File: src/rtl/regfile_sb.sv
// regfile_sb: parametrised register file with busy scoreboard and init sweep.
// Optional write-through read forwarding when REGFILE_BYPASS_EN is defined.
module regfile_sb #(
  parameter int WIDTH = 16,
  parameter int NREGS = 8,
  parameter int AW    = $clog2(NREGS)
) (
  input  logic             clk,
  input  logic             rst_n,
  output logic             ready,
  input  logic             load,
  input  logic [AW-1:0]    dest,
  input  logic [WIDTH-1:0] in,
  input  logic             alloc,
  input  logic [AW-1:0]    alloc_reg,
  input  logic [AW-1:0]    src_a,
  input  logic [AW-1:0]    src_b,
  output logic [WIDTH-1:0] reg_a,
  output logic [WIDTH-1:0] reg_b,
  output logic             busy_a,
  output logic             busy_b,
  output logic             any_busy,
  output logic             alloc_err
);

  typedef enum logic {
    INIT,
    RUN
  } state_t;

  state_t           state_q, state_d;
  logic [AW-1:0]    ptr_q, ptr_d;
  logic [NREGS-1:0] busy_q, busy_d;
  logic             err_q, err_d;
  logic             run;
  logic [WIDTH-1:0] mem [NREGS];

  assign run = (state_q == RUN);

  // Control state: FSM, sweep pointer, scoreboard and sticky error.
  always_ff @(posedge clk or negedge rst_n) begin
    if (!rst_n) begin
      state_q <= INIT;
      ptr_q   <= '0;
      busy_q  <= '0;
      err_q   <= 1'b0;
    end else begin
      state_q <= state_d;
      ptr_q   <= ptr_d;
      busy_q  <= busy_d;
      err_q   <= err_d;
    end
  end

  // Next state; alloc is applied after load so a same-index alloc wins.
  always_comb begin
    state_d = state_q;
    ptr_d   = ptr_q;
    busy_d  = busy_q;
    err_d   = err_q;
    unique case (state_q)
      INIT: begin
        ptr_d = ptr_q + 1'b1;
        if (ptr_q == AW'(NREGS - 1)) begin
          state_d = RUN;
        end
      end
      RUN: begin
        if (load) begin
          busy_d[dest] = 1'b0;
        end
        if (alloc) begin
          if (busy_q[alloc_reg] &&
              !(load && dest == alloc_reg)) begin
            err_d = 1'b1;
          end
          busy_d[alloc_reg] = 1'b1;
        end
      end
      default: state_d = INIT;
    endcase
  end

  // Storage: zeroed by the sweep, written by writeback once running.
  always_ff @(posedge clk) begin
    if (!run) begin
      mem[ptr_q] <= '0;
    end else if (load) begin
      mem[dest] <= in;
    end
  end

  // Read port A; everything reads 0 until the sweep has finished.
  always_comb begin
    reg_a  = '0;
    busy_a = 1'b0;
    if (run) begin
      reg_a  = mem[src_a];
      busy_a = busy_q[src_a];
`ifdef REGFILE_BYPASS_EN
      if (load && dest == src_a) begin
        reg_a  = in;
        busy_a = alloc && (alloc_reg == src_a);
      end
`endif
    end
  end

  // Read port B, same behaviour as port A.
  always_comb begin
    reg_b  = '0;
    busy_b = 1'b0;
    if (run) begin
      reg_b  = mem[src_b];
      busy_b = busy_q[src_b];
`ifdef REGFILE_BYPASS_EN
      if (load && dest == src_b) begin
        reg_b  = in;
        busy_b = alloc && (alloc_reg == src_b);
      end
`endif
    end
  end

  assign ready     = run;
  assign any_busy  = |busy_q;
  assign alloc_err = err_q;

endmodule

File: config.mk
export PLATFORM = sky130hd
export DESIGN_NAME = regfile_sb
export DESIGN_NICKNAME = d
export VERILOG_FILES = /design/src/rtl/regfile_sb.sv
export SDC_FILE = /design/constraint.sdc
export NUM_CORES = 1
export LEC_CHECK = 0
export CAP_MARGIN = 20
export CORE_UTILIZATION = 64
export CTS_BUF_LIST = sky130_fd_sc_hd__clkbuf_4
export CTS_CLUSTER_DIAMETER = 80
export CTS_CLUSTER_SIZE = 10
export DETAILED_ROUTE_END_ITERATION = 12
export GPL_TIMING_DRIVEN = 1
export HOLD_SLACK_MARGIN = 0.02
export PLACE_DENSITY = 0.91
export SYNTH_ARGS = -nofsm -noshare
export SYNTH_HDL_FRONTEND = slang
export SYNTH_SLANG_ARGS = --single-unit
File: constraint.sdc
create_clock -name clk -period 5.1 [get_ports clk]
set_clock_uncertainty 0.2 [all_clocks]
set_input_delay 0.51 -clock clk [delete_from_list [all_inputs] [get_ports clk]]
set_output_delay 0.51 -clock clk [all_outputs]
set_load 0.05 [all_outputs]
# After elaboration in Yosys (flattened, before gate mapping)
# Memory sizes are Yosys's and may differ from the RTL's.
# Cells that the tools add are included.
dict set report classes {
  addsub 1
  order_cmp 6
  n_eq_ne 2
  n_mux 26
  bitwise 3
  reduce_logical 8
}
# cell count
set ops {}
lappend ops {{16-bit 2-to-1 mux} 3}
lappend ops {{8-bit 2-to-1 mux} 3}
lappend ops {{3-bit by 4-bit < comparator with 1-bit output (second input constant)} 4}
lappend ops {{16-bit OR reduction} 1}
lappend ops {{1-bit 2-to-1 mux} 14}
lappend ops {{1-bit binary-select mux with 3-bit select} 3}
lappend ops {{8-bit AND} 1}
lappend ops {{8-bit inverter} 1}
lappend ops {{8-bit OR} 1}
lappend ops {{8-bit OR reduction} 1}
lappend ops {{1-bit demux with 3-bit select} 2}
lappend ops {{3-bit by 1-bit greater-or-equal comparator with 1-bit output (second input constant)} 2}
lappend ops {{1-bit logical AND} 4}
lappend ops {{3-bit by 1-bit adder with 3-bit output (second input constant)} 1}
lappend ops {{3-bit == test} 1}
lappend ops {{3-bit == test (second input constant)} 1}
lappend ops {{3-bit 2-to-1 mux} 1}
lappend ops {{3-bit AND reduction} 1}
lappend ops {{1-bit zero test} 1}
dict set report totals {
  regBits 13
  ram_bits 128
  input_bits 32
  out_inout_bits 37
  elab_cells 51
  memories 1
}
# name words word_bits rd rd_clocked_by_memory_dff write_ports line_no
set mem_list {}
lappend mem_list {mem 8 16 2 0 1 36} ;# logic [WIDTH-1:0] mem [NREGS];

# Logic depth before layout (Yosys ltp)
dict set report logic_depth {
  word_depth 10
  ltp_mapped 5
  mapped_depth_nobuf 3
}

# Least setup slack after synthesis
# No wires, ideal clock.
dict set report synth_timing {
  path_kind {reg-to-output}
  startpoint {register state_q (netlist: ready)}
  endpoint {output reg_a[10]}
  arrival_ns 1.945
  required_ns 4.390
  slack_ns 2.445
  stages_incl_launch_ff 4
  n_path_buf 2
  cell_sequence {dfrtp_1 -> clkbuf_1 -> clkbuf_1 -> nor2b_1}
}
dict set report synth_between {
  elab_chain_cells 1
}
# element line_no
set synth_rtl {}
lappend synth_rtl {{from (decl)} 31} ;# state_t state_q, state_d;
lappend synth_rtl {{from (signal assigned)} 48} ;# state_q <= state_d;
lappend synth_rtl {{16-bit 2-to-1 mux} 97} ;# if (run) begin
lappend synth_rtl {{to (decl)} 18} ;# output logic [WIDTH-1:0] reg_a,
# No other way between the ends.

# Worst setup path in the final report
dict set report layout_timing {
  startpoint {input src_b[1]}
  endpoint {output reg_b[1]}
}
dict set report layout_between {
  elab_chain_cells 2
}
# element line_no
set layout_rtl {}
lappend layout_rtl {{from (decl)} 17} ;# input logic [AW-1:0] src_b,
lappend layout_rtl {{memory 8 x 16 bit} --}
lappend layout_rtl {{16-bit 2-to-1 mux} 113} ;# if (run) begin
lappend layout_rtl {{to (decl)} 19} ;# output logic [WIDTH-1:0] reg_b,
# No other way between the ends.

==> run summary <==
Worst slew pin tran: 1.092 ns
Max Freq: 254.4 MHz
Cts hold-fix bufs: 0
Post-synthesis xor/xnor area fraction: 0.004885
Die Wd: 107.9 um
Outcome: finished clean
Number of global-route vias before repair: 4385
Final instance area: 8239 um^2
Main combinational cell family by area after synthesis: multiplexers
Cell area after synthesis: 7172 um^2
R2r setup slk: 2.20 ns
Setup Total Neg Slack: 0 ns
Worst-path clk slew: 0.11 ns
Hold Path Class: input pin to async pin
Detail-routed net length per standard cell: 24.89 um
Reg-to-Reg Start: ready$_DFF_PN0_
Clock Root Buffer: clkbuf_4
Synth Area in Simple Gates: 0.06298
Share of the synthesized area in the top cell type: 0.5359
Slew Viols, Final: 0
Dominant cell type by area after synthesis: edfxtp_1
Crit path kind: input pin to primary output
Leak Pwr: 0.003166 uW
Drt total wl: 15.28 mm
Final core utilization: 0.7567
1st-iter DRT viols: 340
Synth Area per Inst: 18.34 um^2
Routability cong.: 0.8279
Post-DRT Antenna Nets: 0
Main flop type after synthesis: edfxtp_1
Reg-to-reg endpoint: mem[0][13]$_DFFE_PP_
Worst Setup Start Kind: input pin
Antenna violations before repair: 0
Number of flops mapped to enable cells by yosys: 128
Final setup viols: 0
Crit end category: primary output
RSZ-0062 raised after global routing: false
Vias/cell: 6.738
VDD IR max: 166.3 uV
Async SR Flop Fraction: 0.09220
Grt ovf: 0
Compound-Gate Fraction of Synth Area: 0.02146
Core box area: 10890 um^2
Crit path required time: 4.39 ns
Die H: 107.9 um
Antenna diode count: 0
CTS buffer count: 17
Count leader, synth: edfxtp_1
First-pass GRT wire length: 23.78 mm
CTS tree: built
FF+latch count, synth: 141
DR vias: 4137
Hold WS: 0.1518 ns
Slew headroom: 0.2717
CP Max Fanout: 18
Die Footprint: 11630 um^2
Pin count of the biggest net entering global routing: 43
CTS Buffer Depth: 2
Syn-to-layout area delta: 14.88%
Total track usage: 0.2923
Data arrival time of the worst path: 3.22 ns
Cell row count: 38
Mux contribution to synthesized area: 0.2962
# clock sinks: 141
Htree depth: 4
Power, Total: 2439 uW
Reg2Reg Depth: 5
Synth Instances: 391
I/O pin count: 69
Starting density of the core: 0.6587
Library cells used by synthesis: 30
DRC: 0
Crit path time final: 3.930 ns
Post-DP HPWL: 9.519 mm
Worst-skew pair later-pin latency: 0.52 ns
Max_cap viols: 0
Post-CTS sizing: 0
DP Area: 7929 um^2
Post-Syn Nets: 425
Final hold vios: 0
DR pass1 iterations: 5
Fin crit share: 0.7707
Most instantiated cells after synthesis: edfxtp_1, mux4_1, mux2i_1, nor2b_1, mux4_2
Port Buf Inserts: 68
Yosys warns: 0
Sequential share of the synthesized area: 0.5813
Share of cells above drive strength 1: 0.1582
Fin nets: 495
Post-CTS Setup Bufs: 0
Power Density: 296.1 nW/um^2
Adder-cell share of the synthesized area: 0.003489
Area contributors post-synth: edfxtp_1, mux4_1, mux4_2
## final cells by class
| cell class | instances | area [um^2] |
|---|---|---|
| sequential | 141 | 4169 |
| multi-input combinational | 215 | 2790 |
| clock inverter | 10 | 145.1 |
| tap | 140 | 175.2 |
| inverter | 3 | 11.26 |
| timing repair buffer | 83 | 783.3 |
| clock buffer | 22 | 165.2 |
| fill | 618 | 2649 |
## sequential cells by signal, summed over array words and instances (netlist names)
signal     flops
busy_q         8
ptr_q          3
mem          128
ready          1
alloc_err      1
## layer usage
layer	track usage	routed length [um]	up-vias
met3	0.05206	1024	34
li1	-	-	1791
met4	0.1301	369	0
met5	0	0	-
met2	0.5179	8297	211
met1	0.3503	5592	2101
## where the power goes
part           switching, uW  internal, uW  leakage [uW]
combinational            211           153       0.00154
sequential              20.0          1280       0.00146
clock                    364           409      0.000172
## through the flow
step / cells / setup slack (ns)
finish: 614 / 1.170
floorplan: 391 / 2.445
CTS: 614 / 1.182
global route: 614 / 1.069
global placement: 582 / 1.235
detailed placement: 582 / 1.170
## cells in the final DEF, fill, tap and decap left out, types with 3 or more instances in the layout
master           count
and3_1              16
buf_4               15
bufinv_16            4
clkbuf_4            22
clkdlybuf4s50_1     66
clkinv_1             4
dfrtp_1             13
edfxtp_1           128
inv_1                3
mux2_2               4
mux2i_1             36
mux4_1              44
mux4_2              25
nand2_1              5
nand2b_1             4
nand3_1              3
nor2_1               9
nor2b_1             34
o21ai_0              9
o31ai_1              7
xnor2_1              4
## critical path: stages
cell             delay, ns
clkdlybuf4s50_1       1.08
buf_4                 0.31
mux4_2                0.30
mux2i_1               0.22
nor2b_1               0.08
clkdlybuf4s50_1       0.70
## cell families (layout without fill, tap and decap cells)
group,after synthesis,count (layout)
xor+xnor,4,4
compound gates,22,22
flops,141,141
buf+inv,35,118
fa+ha+maj,2,2
mux,109,109
simple gates,78,78
## how the worst max path moves through the flow
stage	start	end	slack, ns	depth (start not counted)
after floorplan	ready$_DFF_PN0_	reg_a[10]	2.44	3
after global placement	src_b[1]	reg_b[1]	1.23	6
after detailed placement	src_b[1]	reg_b[1]	1.17	6
after CTS	src_b[1]	reg_b[8]	1.18	6
after global routing	src_b[1]	reg_b[0]	1.07	6
final	src_b[1]	reg_b[1]	1.17	6
Power figures use the tool's default switching activity.
